[src/rtl/exibidor_hex_16.sv]
// Time-multiplexed driver for a 4-digit seven-segment display. A loaded halfword
// is held in a buffer and only becomes the displayed value at a frame boundary.
module exibidor_hex_16 #(
    parameter int DIV_CICLOS  = 50000,
    parameter bit ATIVO_BAIXO = 1'b1
) (
    input  logic        clock,
    input  logic        reset,
    input  logic [15:0] entrada_16,
    input  logic        carrega,
    input  logic        apaga_zeros,
    output logic [6:0]  segmentos,
    output logic [3:0]  anodos,
    output logic        pronto
);
    localparam int               DIV_W   = (DIV_CICLOS > 1) ? $clog2(DIV_CICLOS) : 1;
    localparam logic [DIV_W-1:0] DIV_MAX = DIV_W'(DIV_CICLOS - 1);
    localparam logic [6:0]       SEG_OFF = ATIVO_BAIXO ? 7'h7F : 7'h00;
    localparam logic [3:0]       AN_OFF  = ATIVO_BAIXO ? 4'hF : 4'h0;

    logic [DIV_W-1:0] r_div;
    logic [1:0]       r_idx;
    logic [15:0]      r_buffer;
    logic             r_pendente;
    logic [15:0]      r_valor;
    logic             r_pronto;
    logic [6:0]       r_segmentos;
    logic [3:0]       r_anodos;

    logic             w_tick;
    logic             w_commit;
    logic [3:0]       w_nibble;
    logic             w_blank;
    logic [6:0]       w_dec;
    logic [6:0]       w_seg_ah;
    logic [3:0]       w_an_ah;

    assign w_tick   = (r_div == DIV_MAX);
    assign w_commit = w_tick && (r_idx == 2'd3) && r_pendente;

    always_ff @(posedge clock or posedge reset) begin
        if (reset) begin
            r_div <= '0;
            r_idx <= 2'd0;
        end else if (w_tick) begin
            r_div <= '0;
            r_idx <= r_idx + 2'd1;
        end else begin
            r_div <= r_div + 1'b1;
        end
    end

    // The commit reads the buffer as it was before this edge; a simultaneous
    // load lands in the buffer and stays pending for the next frame.
    always_ff @(posedge clock or posedge reset) begin
        if (reset) begin
            r_buffer   <= 16'h0000;
            r_pendente <= 1'b0;
            r_valor    <= 16'h0000;
            r_pronto   <= 1'b0;
        end else begin
            r_pronto <= w_commit;
            if (w_commit) begin
                r_valor <= r_buffer;
            end
            if (carrega) begin
                r_buffer   <= entrada_16;
                r_pendente <= 1'b1;
            end else if (w_commit) begin
                r_pendente <= 1'b0;
            end
        end
    end

    always_comb begin
        w_nibble = 4'h0;
        w_blank  = 1'b0;
        case (r_idx)
            2'd0: w_nibble = r_valor[3:0];
            2'd1: begin
                w_nibble = r_valor[7:4];
                w_blank  = apaga_zeros && (r_valor[15:4] == 12'h000);
            end
            2'd2: begin
                w_nibble = r_valor[11:8];
                w_blank  = apaga_zeros && (r_valor[15:8] == 8'h00);
            end
            default: begin
                w_nibble = r_valor[15:12];
                w_blank  = apaga_zeros && (r_valor[15:12] == 4'h0);
            end
        endcase
    end

    // Active-high gfedcba patterns.
    always_comb begin
        w_dec = 7'h00;
        case (w_nibble)
            4'h0: w_dec = 7'h3F;
            4'h1: w_dec = 7'h06;
            4'h2: w_dec = 7'h5B;
            4'h3: w_dec = 7'h4F;
            4'h4: w_dec = 7'h66;
            4'h5: w_dec = 7'h6D;
            4'h6: w_dec = 7'h7D;
            4'h7: w_dec = 7'h07;
            4'h8: w_dec = 7'h7F;
            4'h9: w_dec = 7'h6F;
            4'hA: w_dec = 7'h77;
            4'hB: w_dec = 7'h7C;
            4'hC: w_dec = 7'h39;
            4'hD: w_dec = 7'h5E;
            4'hE: w_dec = 7'h79;
            default: w_dec = 7'h71;
        endcase
    end

    assign w_seg_ah = w_blank ? 7'h00 : w_dec;
    assign w_an_ah  = w_blank ? 4'h0 : (4'b0001 << r_idx);

    always_ff @(posedge clock or posedge reset) begin
        if (reset) begin
            r_segmentos <= SEG_OFF;
            r_anodos    <= AN_OFF;
        end else begin
            r_segmentos <= ATIVO_BAIXO ? ~w_seg_ah : w_seg_ah;
            r_anodos    <= ATIVO_BAIXO ? ~w_an_ah : w_an_ah;
        end
    end

    assign segmentos = r_segmentos;
    assign anodos    = r_anodos;
    assign pronto    = r_pronto;

endmodule
[config.mk]
export PLATFORM = sky130hd
export DESIGN_NAME = exibidor_hex_16
export DESIGN_NICKNAME = d
export VERILOG_FILES = /design/src/rtl/exibidor_hex_16.sv
export SDC_FILE = /design/constraint.sdc
export NUM_CORES = 1
export LEC_CHECK = 0
export ABC_AREA = 1
export CAP_MARGIN = 20
export CORE_MARGIN = 3
export CORE_UTILIZATION = 60
export CTS_CLUSTER_SIZE = 28
export DETAILED_ROUTE_END_ITERATION = 6
export GPL_TIMING_DRIVEN = 0
export PLACE_DENSITY = 0.95
export SETUP_SLACK_MARGIN = 0.5
export SLEW_MARGIN = 25
export SYNTH_ARGS = -nofsm -noshare
export SYNTH_HDL_FRONTEND = slang
export SYNTH_SLANG_ARGS = --single-unit
[constraint.sdc]
create_clock -name clock -period 3.4 [get_ports clock]
set_input_delay 0.68 -clock clock [delete_from_list [all_inputs] [get_ports clock]]
set_output_delay 0.68 -clock clock [all_outputs]
set_load 0.05 [all_outputs]
# After elaboration in Yosys (flattened, before gate mapping)
# Memories as Yosys holds them, arrays and structs flattened.
# Cells that the tools add are included.
dict set report totals {
  register_bits 63
  romBits 112
  elab_cells 35
  memories 1
}
# memory depth width read_ports rd_ports_with_merged_regs write_ports line_no
set mem_list {}
lappend mem_list {{(no name shown)} 16 7 1 0 0 98} ;# case (w_nibble)
dict set report classes {
  addsub 2
  eq_ne 4
  n_shift 1
  mux 7
  bitwise_logic 2
  n_reduce_logical 10
}
# op count
set op_table {}
lappend op_table {{$add A16 B1 Y16 const B} 1}
lappend op_table {{$eq A16 B16 Y1 const B} 1}
lappend op_table {{$mux W16} 1}
lappend op_table {{$logic_not A12 Y1} 1}
lappend op_table {{$pmux W4 S3} 1}
lappend op_table {{$logic_not A8 Y1} 1}
lappend op_table {{$mux W7} 1}
lappend op_table {{$not A7 Y7} 1}
lappend op_table {{$logic_and A1 B1 Y1} 5}
lappend op_table {{$eq A2 B2 Y1 const B} 2}
lappend op_table {{$logic_not A4 Y1} 1}
lappend op_table {{$mux W4} 1}
lappend op_table {{$not A4 Y4} 1}
lappend op_table {{$shl A1 B2 Y4 const A} 1}
lappend op_table {{$pmux W1 S3} 1}
lappend op_table {{$add A2 B1 Y2 const B} 1}
lappend op_table {{$eq A2 B1 Y1 const B} 1}
lappend op_table {{$logic_not A2 Y1} 1}
lappend op_table {{$mux W1} 2}
lappend op_table {{$reduce_bool A2 Y1} 1}

# Logic depth before layout (Yosys ltp)
# Gate-level depths: netlist (run 1).
dict set report depth {
  ltp_word 5
  depth_mapped 14
}

# Worst setup path before layout (run 1)
# Ideal clock, no wire load.
dict set report synth_path {
  kind {reg-to-reg}
  from {register r_idx[0]}
  to {register r_segmentos[3], in the netlist segmentos[3]}
  setup_time_ns 0.088
  t_arrival_ns 1.752
  required_ns 3.312
  slack_ns 1.559
  stages_incl_launch_ff 13
  cell_sequence {dfrtp_1 inv_1 ha_1 nand2_1 nand2_1 nor2_1 nor2_1 inv_1 ha_1 inv_1 nand2_1 nand3_1 nand3_1}
}
dict set report synth_between {
  elab_chain_cells 5
}
# element line_no
set synth_lines {}
lappend synth_lines {{start, declared} 22} ;# logic [1:0] r_idx;
lappend synth_lines {{start signal, assigned} 47} ;# r_idx <= r_idx + 2'd1;
lappend synth_lines {{$eq A2 B2 Y1 (tied with other cells)} 78} ;# case (r_idx)
lappend synth_lines {{$pmux W4 S3} 78}
lappend synth_lines {{$mem_v2 Z16 W7} n/a}
lappend synth_lines {{$mux W7 (*)} 118} ;# assign w_seg_ah = w_blank ? 7'h00 : w_dec;
lappend synth_lines {{$not A7 Y7 (*)} 126} ;# r_segmentos <= ATIVO_BAIXO ? ~w_seg_ah : w_seg_ah;
lappend synth_lines {{end signal, assigned} 126}
lappend synth_lines {{end, declared} 27} ;# logic [6:0] r_segmentos;
# Mark *: on every way between the ends. The rest lies on a longest branch, timed or not.
# A chain may end at the register's enable or synchronous reset.

# Final worst setup path (run 1)
dict set report layout_path {
  from {register r_anodos[0], in the netlist anodos[0]}
  to {output anodos[0]}
}
# element line_no
set layout_rtl {}
lappend layout_rtl {{start, declared} 28} ;# logic [3:0] r_anodos;
lappend layout_rtl {{start signal, assigned} 127} ;# r_anodos <= ATIVO_BAIXO ? ~w_an_ah : w_an_ah;
lappend layout_rtl {{end, declared} 13} ;# output logic [3:0] anodos,
# No word-level cell between the ends.

==> flow_metrics.py, run 1 <==
metrics = {
    "synth": {
        "synthSimpleGateAreaFrac": 0.3244,
        "yosysWarningCount": 0,
        "syn_area_um2": 3089,
        "synth_nets": 407,
        "ys_ff_latch": 63,
        "synth_xor_area_frac": 0.02835,
        "synthAdderAreaFrac": 0.04860,
        "synth_compound_area_frac": 0.02511,
        "synth_top_family_by_area": "simple AND/OR/NAND/NOR gates",
        "syn_inst": 375,
        "synth_mux_area_frac": 0,
        "synth.distinct_cells": 29,
        "ys_seq_area_frac": 0.5148,
        "avgSynthCellArea_um2": 8.238,
    },
    "detailed_routing": {
        "drtIter0Drc": 237,
        "drt-pass1-iter-count": 4,
        "num_vias": 2588,
        "drc": 0,
        "final_antenna_net_count": 0,
        "drt-wirelength-per-cell_um": 12.46,
        "via_per_inst": 5.292,
        "routed_wl_um": 6094,
    },
    "setup_path": {
        "reg2reg_from": "r_idx[0]",
        "endpoint_kind": "output pin",
        "crit_chain": "clkdlybuf4s50_1",
        "path_class": "flop to output pin",
        "crit_arrival_ns": 1.66,
        "path_delay_family": "buffers and inverters",
        "cpMaxStageDelayCell": "clkdlybuf4s50_1",
        "cp_data_required_time_ns": 2.72,
        "path_buf_inv": 1,
        "slowest_delay_ns": 0.80,
        "r2r_cells": 12,
        "r2r_end": "segmentos[3]",
        "cp_max_fo": 1,
        "worst_setup_path_start_kind": "flop",
        "r2r_slack_ns": 1.22,
    },
    "timing": {
        "finalMaxSlewViolations": 0,
        "skew_ns": 0.006483,
        "worst_pin_slew_ns": 0.6298,
        "slew_headroom": 0.5793,
        "finalSetupViolCount": 0,
        "finalSetupTns_ns": 0,
        "final_hold_viol_count": 0,
        "rsz0062_at_grt": "false",
        "fmax_mhz": 428.0,
        "period_share": 0.6872,
        "period_minus_slack_ns": 2.336,
    },
    "hold_path": {
        "min_path_cells": 1,
        "worst_hold_path.endpoint": "r_div[0]",
        "min-delay-start": "r_div[0]",
        "hp-class": "flop to flop",
    },
    "pwr": {
        "switching_share": 0.2258,
        "power_density_nw_per_um2": 395.9,
        "clock_power_share": 0.427,
        "p_sw_uw": 330.1,
        "ir_drop_v": 0.0002590,
        "power_frac_comb": 0.042,
        "p_int_uw": 1132,
        "power_frac_seq": 0.531,
        "p_leak_uw": 0.001905,
    },
    "cells_and_area": {
        "fillers": 351,
        "nets": 449,
        "n_antenna_cell": 0,
        "finish.utilization": 0.7618,
        "syn_to_final_growth_pct": 19.56,
        "drive_gt1_frac": 0.09242,
    },
    "placed_design": {
        "dp_hpwl_um": 4506,
        "gp_routability_congestion": 0.8412,
        "portBuffers": 30,
    },
    "flow_run": {
        "cap_violations": 0,
    },
    "grt": {
        "antenna_found_initial": 0,
        "grt_max_degree": 56,
        "grt_pass1_vias": 2642,
        "grt-ovfl-total": 0,
        "grt.total_usage": 0.2328,
        "grt_pass1_wl_um": 11070,
    },
    "clock_network": {
        "cts_tree": "yes",
        "cts.sinks": 63,
        "cts_setup_buffers": 0,
        "cts_buffers": 9,
        "root_buffer": "clkbuf_8",
        "clock_latency_ns": 0.35,
        "cts_hold_repair.buffers": 0,
        "cts_buffer_depth": 2,
        "htree_levels": 3,
        "post_cts_resize_count": 0,
        "clkTransAtPathRegs_ns": 0.07,
    },
    "status": {
        "outcome": "completed",
    },
    "floorplanning": {
        "die-area_um2": 6046,
        "core-area_um2": 4848,
        "rows": 25,
        "die_x_um": 77.76,
        "start_util": 0.6372,
        "die_h_um": 77.76,
        "io-pin-count": 32,
    },
}
[Yosys cell counts]
library cell / number / area (um2)
o21a_1: 1 / 7.510
nand2_1: 149 / 559.3
nand4_1: 18 / 112.6
nand3_4: 1 / 17.52
inv_1: 33 / 123.9
nor3b_1: 1 / 7.510
xor2_1: 9 / 78.83
dfstp_2: 11 / 289.0
nor3_4: 1 / 16.27
o21bai_1: 1 / 7.510
o21ai_0: 8 / 40.04
nor2_1: 28 / 105.1
nor2_4: 1 / 11.26
o211ai_1: 1 / 7.510
buf_6: 1 / 11.26
nand3_2: 2 / 20.02
buf_2: 1 / 5.000
nor3_1: 6 / 30.03
xnor2_1: 1 / 8.760
clkinv_1: 1 / 3.750
a21oi_1: 3 / 15.01
ha_1: 12 / 150.1
or2_2: 1 / 6.260
nor2_2: 1 / 6.260
inv_2: 1 / 3.750
nand3_1: 22 / 110.1
dfrtp_1: 52 / 1301
buf_4: 1 / 7.510
clkbuf_1: 7 / 26.28
[routing by layer]
layer / vias up / GRT usage / routed length (um)
met1: 1236 / 0.2591 / 2514
met5: - / 0 / 0
li1: 1265 / - / -
met2: 72 / 0.4024 / 3117
met3: 15 / 0.06497 / 300
met4: 0 / 0.1228 / 162
[through the flow]
stage	cells	area, um2	hold WS [ns]	setup slack [ns]	total power [uW]
3_5_place_dp	473	3503	0.4560	1.258	852.6
5_1_grt	489	3694	0.4924	0.9768	1524
2_1_floorplan	375	3089	0.4314	1.168	817.2
3_3_place_gp	472	3473	0.4443	0.2198	844.4
4_1_cts	489	3694	0.4660	1.032	1478
6_report	489	3694	0.4622	1.064	1462
[worst max-delay path by stage]
stage / slack, ns / start / cells after the start / endpoint
5_1_grt: 0.98 / r_idx[0] / 12 / segmentos[0]
3_5_place_dp: 1.26 / r_idx[0] / 12 / segmentos[3]
4_1_cts: 1.03 / anodos[0] / 1 / anodos[0]
2_1_floorplan: 1.17 / reset / 1 / pronto
6_report: 1.06 / anodos[0] / 1 / anodos[0]
3_3_place_gp: 0.22 / reset / 2 / r_buffer[12]
[sequential cells by signal (all words and copies together), names as in the netlist]
name	count
r_buffer	16
r_div	16
r_valor	16
segmentos	7
anodos	4
r_idx	2
pronto	1
r_pendente	1
[power by group through the flow]
stage	clock, uW	sequential [uW]	combinational, uW
floorplan	0	787	30.2
global placement	0	789	55.7
detailed placement	0	790	63.0
CTS	639	776	63.3
global route	674	778	72.0
finish	625	776	61.3
[logic make-up after synthesis]
kind of cell | count (synthesis)
AO/OA/AOI/OAI | 14
XOR/XNOR | 10
buffers and inverters | 45
adder cells (fa/ha/maj) | 12
AND/OR/NAND/NOR | 231
flip-flops | 63
[layout by cell type, fill, tap and decap left out, types with 2 or more instances in the layout]
cell             Yosys  layout
dfstp_2             11      11
a21oi_1              3       3
nor2_1              28      28
inv_1               33      32
clkbuf_8             0       9
nand3_1             22      22
nand2_1            149     149
nand4_1             18      18
clkinvlp_4           0       3
nor3_1               6       6
clkinv_2             0       2
ha_1                12      12
o21ai_0              8       8
clkdlybuf4s50_1      0      30
nand3_2              2       2
clkbuf_1             7       8
xor2_1               9       9
dfrtp_1             52      52
[area by class of cell]
cell class	instances	area, um2	share of cell area
Timing Repair Buffer	31	327.8	0.08875
Tap cell	67	83.83	0.02270
Clock inverter	6	62.56	0.01694
Sequential cell	63	1590	0.4306
Multi-Input combinational cell	267	1318	0.3567
Clock buffer	10	127.6	0.03455
Inverter	35	133.9	0.03625
Buffer	10	50.05	0.01355
Note: power is estimated with default switching activity, not from simulation.
==> run 2, diff against run 1 <==
--- a/config.mk
+++ b/config.mk
@@ -8,11 +8,11 @@
 export ABC_AREA = 1
 export CAP_MARGIN = 20
 export CORE_MARGIN = 3
-export CORE_UTILIZATION = 60
+export CORE_UTILIZATION = 56
 export CTS_CLUSTER_SIZE = 28
 export DETAILED_ROUTE_END_ITERATION = 6
 export GPL_TIMING_DRIVEN = 0
-export PLACE_DENSITY = 0.95
+export PLACE_DENSITY = 0.9
 export SETUP_SLACK_MARGIN = 0.5
 export SLEW_MARGIN = 25
 export SYNTH_ARGS = -nofsm -noshare
==> constraint.sdc (replaced) <==
create_clock -name clock -period 2.35 [get_ports clock]
set_input_delay 0.47 -clock clock [delete_from_list [all_inputs] [get_ports clock]]
set_output_delay 0.47 -clock clock [all_outputs]
set_load 0.05 [all_outputs]
==> run 2 against run 1 <==
  * Combinational power is 52% higher
  * Sequential power is 44% higher
  * Clock power rose by 68%
  * Die area increased by 6.6%
  * Critical path depth rose by 11
  * Hold slack got worse by 0.080 ns
  * Clock skew grew 0.0078 ns
  * Design area rose by 7.2%
==> flow_metrics.py, run 2 (synthesized netlist as in run 1, its figures left out) <==
metrics = {
    "status": {
        "outcome": "completed",
    },
    "timing": {
        "finalSetupTns_ns": 0,
        "final_hold_viol_count": 0,
        "rsz0062_at_grt": "false",
        "period_share": 0.8074,
        "finalSetupViolCount": 0,
        "fmax_mhz": 527.0,
        "worst_pin_slew_ns": 0.4893,
        "finalMaxSlewViolations": 0,
        "slew_headroom": 0.6751,
        "skew_ns": 0.01431,
        "period_minus_slack_ns": 1.897,
    },
    "detailed_routing": {
        "drt-pass1-iter-count": 6,
        "drt-wirelength-per-cell_um": 13.55,
        "drt-met1-wl_um": 2704,
        "routed_wl_um": 6857,
        "routed-wl-met3_um": 524,
        "final_antenna_net_count": 0,
        "wl_met2_um": 3447,
        "via_per_inst": 5.381,
        "num_vias": 2723,
        "drc": 0,
        "route.top_layer_used": "met4",
        "drtIter0Drc": 244,
    },
    "grt": {
        "grt.total_usage": 0.2084,
        "grt-ovfl-total": 0,
        "antenna_found_initial": 0,
        "grt_pass1_wl_um": 10150,
        "grt_pass1_vias": 2387,
        "grt_max_degree": 32,
    },
    "floorplanning": {
        "die_x_um": 80.27,
        "die-area_um2": 6443,
        "io-pin-count": 32,
        "rows": 26,
        "start_util": 0.5935,
        "core-area_um2": 5205,
        "die_h_um": 80.27,
    },
    "cells_and_area": {
        "nets": 463,
        "fillers": 341,
        "finalInstanceArea_um2": 3960,
        "largestRegisters": "r_buffer (16), r_div (16), r_valor (16)",
        "syn_to_final_growth_pct": 28.19,
        "drive_gt1_frac": 0.1858,
        "fin_cells": 506,
        "layout_commonest_cell": "nand2_1",
        "mostFrequentLayoutCells": "nand2_1, dfrtp_1, inv_1",
        "n_antenna_cell": 0,
    },
    "placed_design": {
        "place_inst": 477,
        "placedInstanceArea_um2": 3528,
        "portBuffers": 30,
        "dp_hpwl_um": 4234,
        "gp_routability_congestion": 0.9033,
    },
    "clock_network": {
        "cts_buffer_depth": 2,
        "clock_latency_ns": 0.36,
        "cts_buffers": 9,
        "cts.sinks": 63,
        "clkTransAtPathRegs_ns": 0.08,
        "cts_tree": "yes",
        "htree_levels": 3,
        "root_buffer": "clkbuf_8",
        "cts_hold_repair.buffers": 0,
    },
    "setup_path": {
        "r2r_slack_ns": 0.45,
        "cp_max_fo": 5,
        "endpoint_kind": "flop",
        "crit_arrival_ns": 2.15,
        "worst_setup_path_start_kind": "flop",
        "cp_data_required_time_ns": 2.61,
        "path_class": "flop to flop",
    },
    "flow_run": {
        "cap_violations": 0,
    },
    "pwr": {
        "power_density_nw_per_um2": 573.2,
        "ir_drop_v": 0.0004381,
        "p_leak_uw": 0.002020,
    },
    "hold_path": {
        "hp-class": "input port to async pin",
    },
}
[run 2: layout make-up]
| type | instances | area, um2 | area share |
|---|---|---|---|
| Sequential cell | 63 | 1593 | 0.4022 |
| Timing Repair Buffer | 45 | 429.2 | 0.1084 |
| Clock inverter | 5 | 81.33 | 0.02054 |
| Buffer | 10 | 50.05 | 0.01264 |
| Tap cell | 70 | 87.58 | 0.02212 |
| Inverter | 35 | 142.6 | 0.03602 |
| Multi-Input combinational cell | 267 | 1435 | 0.3624 |
| Clock buffer | 11 | 141.4 | 0.03570 |
[run 2: through the flow]
step	hold WS [ns]	utilization	setup slack [ns]	power, uW
finish	0.3819	0.7608	0.4526	2270
floorplan	0.4314	-	0.5094	1183
global route	0.3864	0.7608	0.3720	2348
CTS	0.3836	0.7341	0.4810	2285
global placement	0.4436	0.6688	0.3159	1223
detailed placement	0.4590	0.6779	0.2483	1238
[run 2: layer usage]
| metal | GRT usage | up-vias |
|---|---|---|
| li1 | - | 1299 |
| met1 | 0.2378 | 1260 |
| met2 | 0.3535 | 136 |
| met3 | 0.07175 | 28 |
| met4 | 0.08953 | 0 |
| met5 | 0 | - |
[run 2: path summary, 6_finish.rpt]
kind                                   from            to  cells past startpoint
worst max-delay path               r_idx[1]  segmentos[6]                     12
worst min-delay path                  reset     r_div[12]                      2
worst max register to register     r_idx[1]  segmentos[6]                     12
worst min register to register  r_buffer[6]   r_buffer[6]                      2
max in group asynchronous             reset    r_valor[7]                      4
min in group clock                  carrega  r_buffer[12]                      3
[run 2: repair_timing]
item,in CTS,in global routing
gates cloned,1,0
pin swaps,3,12
resized for setup,33,32
setup endpoints to repair,30,26
buffers inserted,5,7
[run 2: critical path: stages (launching register included)]
cell	delay (ns)
dfrtp_2	0.46
buf_6	0.14
ha_4	0.17
nand2_1	0.07
nand2_1	0.08
nor2_2	0.13
nor2_2	0.07
buf_4	0.15
ha_2	0.20
nand2_2	0.08
o21ai_0	0.11
nand2_1	0.08
nand3_1	0.06
[run 2: report_power, final]
part	internal, uW	switching (uW)	total (uW)
clock network	626	428	1050
registers	1110	13.5	1120
logic	46.3	46.8	93.1
total	1780	488	2270
==> run 3, diff against run 2 <==
--- a/config.mk
+++ b/config.mk
@@ -8,11 +8,11 @@
 export ABC_AREA = 1
 export CAP_MARGIN = 20
 export CORE_MARGIN = 3
-export CORE_UTILIZATION = 56
+export CORE_UTILIZATION = 51
 export CTS_CLUSTER_SIZE = 28
 export DETAILED_ROUTE_END_ITERATION = 6
 export GPL_TIMING_DRIVEN = 0
-export PLACE_DENSITY = 0.9
+export PLACE_DENSITY = 0.87
 export SETUP_SLACK_MARGIN = 0.5
 export SLEW_MARGIN = 25
 export SYNTH_ARGS = -nofsm -noshare
==> constraint.sdc (replaced) <==
create_clock -name clock -period 1.7 [get_ports clock]
set_input_delay 0.34 -clock clock [delete_from_list [all_inputs] [get_ports clock]]
set_output_delay 0.34 -clock clock [all_outputs]
set_load 0.05 [all_outputs]
==> run 3 against run 2 <==
  * The run now ends with negative setup slack left
  * Utilization grew 5.8 points
  * Design area grew 17%
  * Critical path depth is the same
  * Hold slack lost 0.068 ns
  * Setup slack lost 0.70 ns
  * Total power grew 37%
  * Clock skew grew 0.0014 ns
  * Largest cell class is now multi-input gates
  * Largest power group unchanged
==> flow_metrics.py, run 3 (synthesized netlist as in run 1, its figures left out) <==
metrics = {
    "timing": {
        "finalSetupViolCount": 27,
        "rsz0062_at_grt": "true",
        "skew_ns": 0.01570,
        "final_hold_viol_count": 0,
        "slew_headroom": 0.7305,
        "period_minus_slack_ns": 1.947,
        "finalMaxSlewViolations": 0,
        "period_share": 1.145,
        "hold_ws_ns": 0.3137,
        "fmax_mhz": 513.6,
        "worst_pin_slew_ns": 0.4043,
        "setup_ws_ns": -0.2472,
    },
    "grt": {
        "grt_pass1_vias": 2850,
        "grt.total_usage": 0.2377,
        "grt-ovfl-total": 0,
        "grt_pass1_wl_um": 13200,
        "grt_max_degree": 31,
        "antenna_found_initial": 0,
    },
    "clock_network": {
        "htree_levels": 3,
        "root_buffer": "clkbuf_8",
        "clock_latency_ns": 0.36,
        "cts_hold_repair.buffers": 0,
        "cts.sinks": 63,
        "cts_buffer_depth": 2,
        "cts_tree": "yes",
        "cts_buffers": 9,
        "clkTransAtPathRegs_ns": 0.08,
    },
    "placed_design": {
        "portBuffers": 30,
        "placedInstanceArea_um2": 3654,
        "dp_hpwl_um": 4530,
        "gp_routability_congestion": 0.8564,
    },
    "setup_path": {
        "worst_setup_path_start_kind": "flop",
        "cp_max_fo": 6,
        "endpoint_kind": "flop",
        "cpMaxStageDelayCell": "dfrtp_2",
        "r2r_cells": 12,
        "reg2reg_from": "r_idx[1]",
        "cp_data_required_time_ns": 1.98,
        "r2r_end": "segmentos[2]",
        "slowest_delay_ns": 0.49,
        "r2r_slack_ns": -0.25,
        "crit_chain": "inv_4 -> ha_4 -> nand2_2 -> nand2_1 -> nor2_2 -> nor2_4 -> inv_4 -> ha_2 -> nand2_1 -> o21ai_1 -> nand2_1 -> nand2_1",
        "crit_arrival_ns": 2.23,
        "crit_top_cell": "nand2_1",
        "path_class": "flop to flop",
    },
    "detailed_routing": {
        "num_vias": 3140,
        "routed_wl_um": 10170,
        "final_antenna_net_count": 0,
        "drc": 0,
        "drt-wirelength-per-cell_um": 19.26,
        "drt-pass1-iter-count": 5,
        "drtIter0Drc": 323,
        "via_per_inst": 5.947,
    },
    "floorplanning": {
        "die-area_um2": 7027,
        "die_x_um": 83.83,
        "start_util": 0.5443,
        "die_h_um": 83.83,
        "io-pin-count": 32,
        "rows": 27,
        "core-area_um2": 5675,
    },
    "pwr": {
        "p_int_uw": 2451,
        "power_frac_comb": 0.042,
        "p_leak_uw": 0.002315,
        "power_uw": 3110,
        "p_sw_uw": 659.6,
        "power_frac_seq": 0.500,
        "switching_share": 0.2120,
        "ir_drop_v": 0.0006113,
        "power_density_nw_per_um2": 669.0,
        "clock_power_share": 0.458,
    },
    "cells_and_area": {
        "n_antenna_cell": 0,
        "largestRegisters": "r_buffer (16), r_div (16), r_valor (16)",
        "drive_gt1_frac": 0.4101,
        "syn_to_final_growth_pct": 50.51,
        "layout_commonest_cell": "nand2_1",
        "nets": 484,
        "finalInstanceArea_um2": 4649,
        "mostFrequentLayoutCells": "nand2_1, dfrtp_1, nand2_2",
    },
    "flow_run": {
        "cap_violations": 0,
    },
    "hold_path": {
        "hp-class": "input port to async pin",
    },
    "status": {
        "violations": "negative setup slack",
        "outcome": "complete, but fails checks",
    },
}
[run 3: changes by cell type in the layout (fill, tap and decap cells not counted), moves of 10 or more]
cell,before,now
nand2_2,5,26
buf_8,0,12
nand2_1,144,111
buf_4,11,21
buf_6,3,14
nor2_1,26,14
nand2_4,0,13
[run 3: cell type report]
class,count,area (um2)
fillers,303,1026
plain buffers,10,65.06
multi-input cells,268,1828
flip-flops and latches,63,1594
clock buffers,11,141.4
clock inverters,4,70.07
inverters,35,151.4
repair buffers,65,709.4
well taps,72,90.09
[run 3: worst max path at each step]
stage | start | end | slack [ns] | cells past startpoint
6_report | r_idx[1] | segmentos[2] | -0.25 | 12
5_1_grt | r_idx[1] | segmentos[2] | -0.38 | 12
4_1_cts | r_idx[1] | segmentos[2] | 0.005 | 12
3_5_place_dp | r_div[0] | r_valor[8] | -0.27 | 9
3_3_place_gp | r_div[0] | r_valor[8] | -0.21 | 9
2_1_floorplan | r_idx[1] | segmentos[3] | 0.03 | 12
[run 3: worst max-delay path: cells and delay by family, from the launching register on]
| family | cells | cell delay, ns |
|---|---|---|
| compound gates | 1 | 0.12 |
| fa+ha+maj | 2 | 0.40 |
| buf+inv | 2 | 0.19 |
| flops | 1 | 0.49 |
| simple gates | 7 | 0.67 |
[run 3: power groups by stage]
stage	Clock [uW]	Combinational, uW	Sequential [uW]
global route	1500	150	1560
finish	1420	131	1550
global placement	0	114	1580
floorplan	0	61.3	1570
CTS	1420	134	1550
detailed placement	0	133	1580
[run 3: what timing repair did]
| item | in CTS | in global routing |
|---|---|---|
| setup endpoints to repair | 54 | 57 |
| pin swaps | 18 | 32 |
| setup buffers | 18 | 12 |
| cloned | 4 | 0 |
| resized for setup | 142 | 87 |
| endpoints found under the hold margin | 0 | 0 |
[run 3: through the flow]
stage / setup slack (ns) / std cells / util / TNS, ns
finish: -0.2472 / 528 / 0.8192 / -2.784
global route: -0.3827 / 528 / 0.8192 / -4.536
CTS: 0.005373 / 516 / 0.7504 / 0
detailed placement: -0.2671 / 479 / 0.6437 / -4.067
global placement: -0.2097 / 477 / 0.6354 / -7.041
floorplan: 0.03024 / 375 / - / 0
[run 3: routing by layer]
metal / up-vias / track usage / wire (um)
li1: 1343 / - / -
met1: 1490 / 0.2617 / 3754
met2: 235 / 0.3999 / 4874
met3: 72 / 0.07799 / 892
met4: 0 / 0.1374 / 648
met5: - / 0 / 0
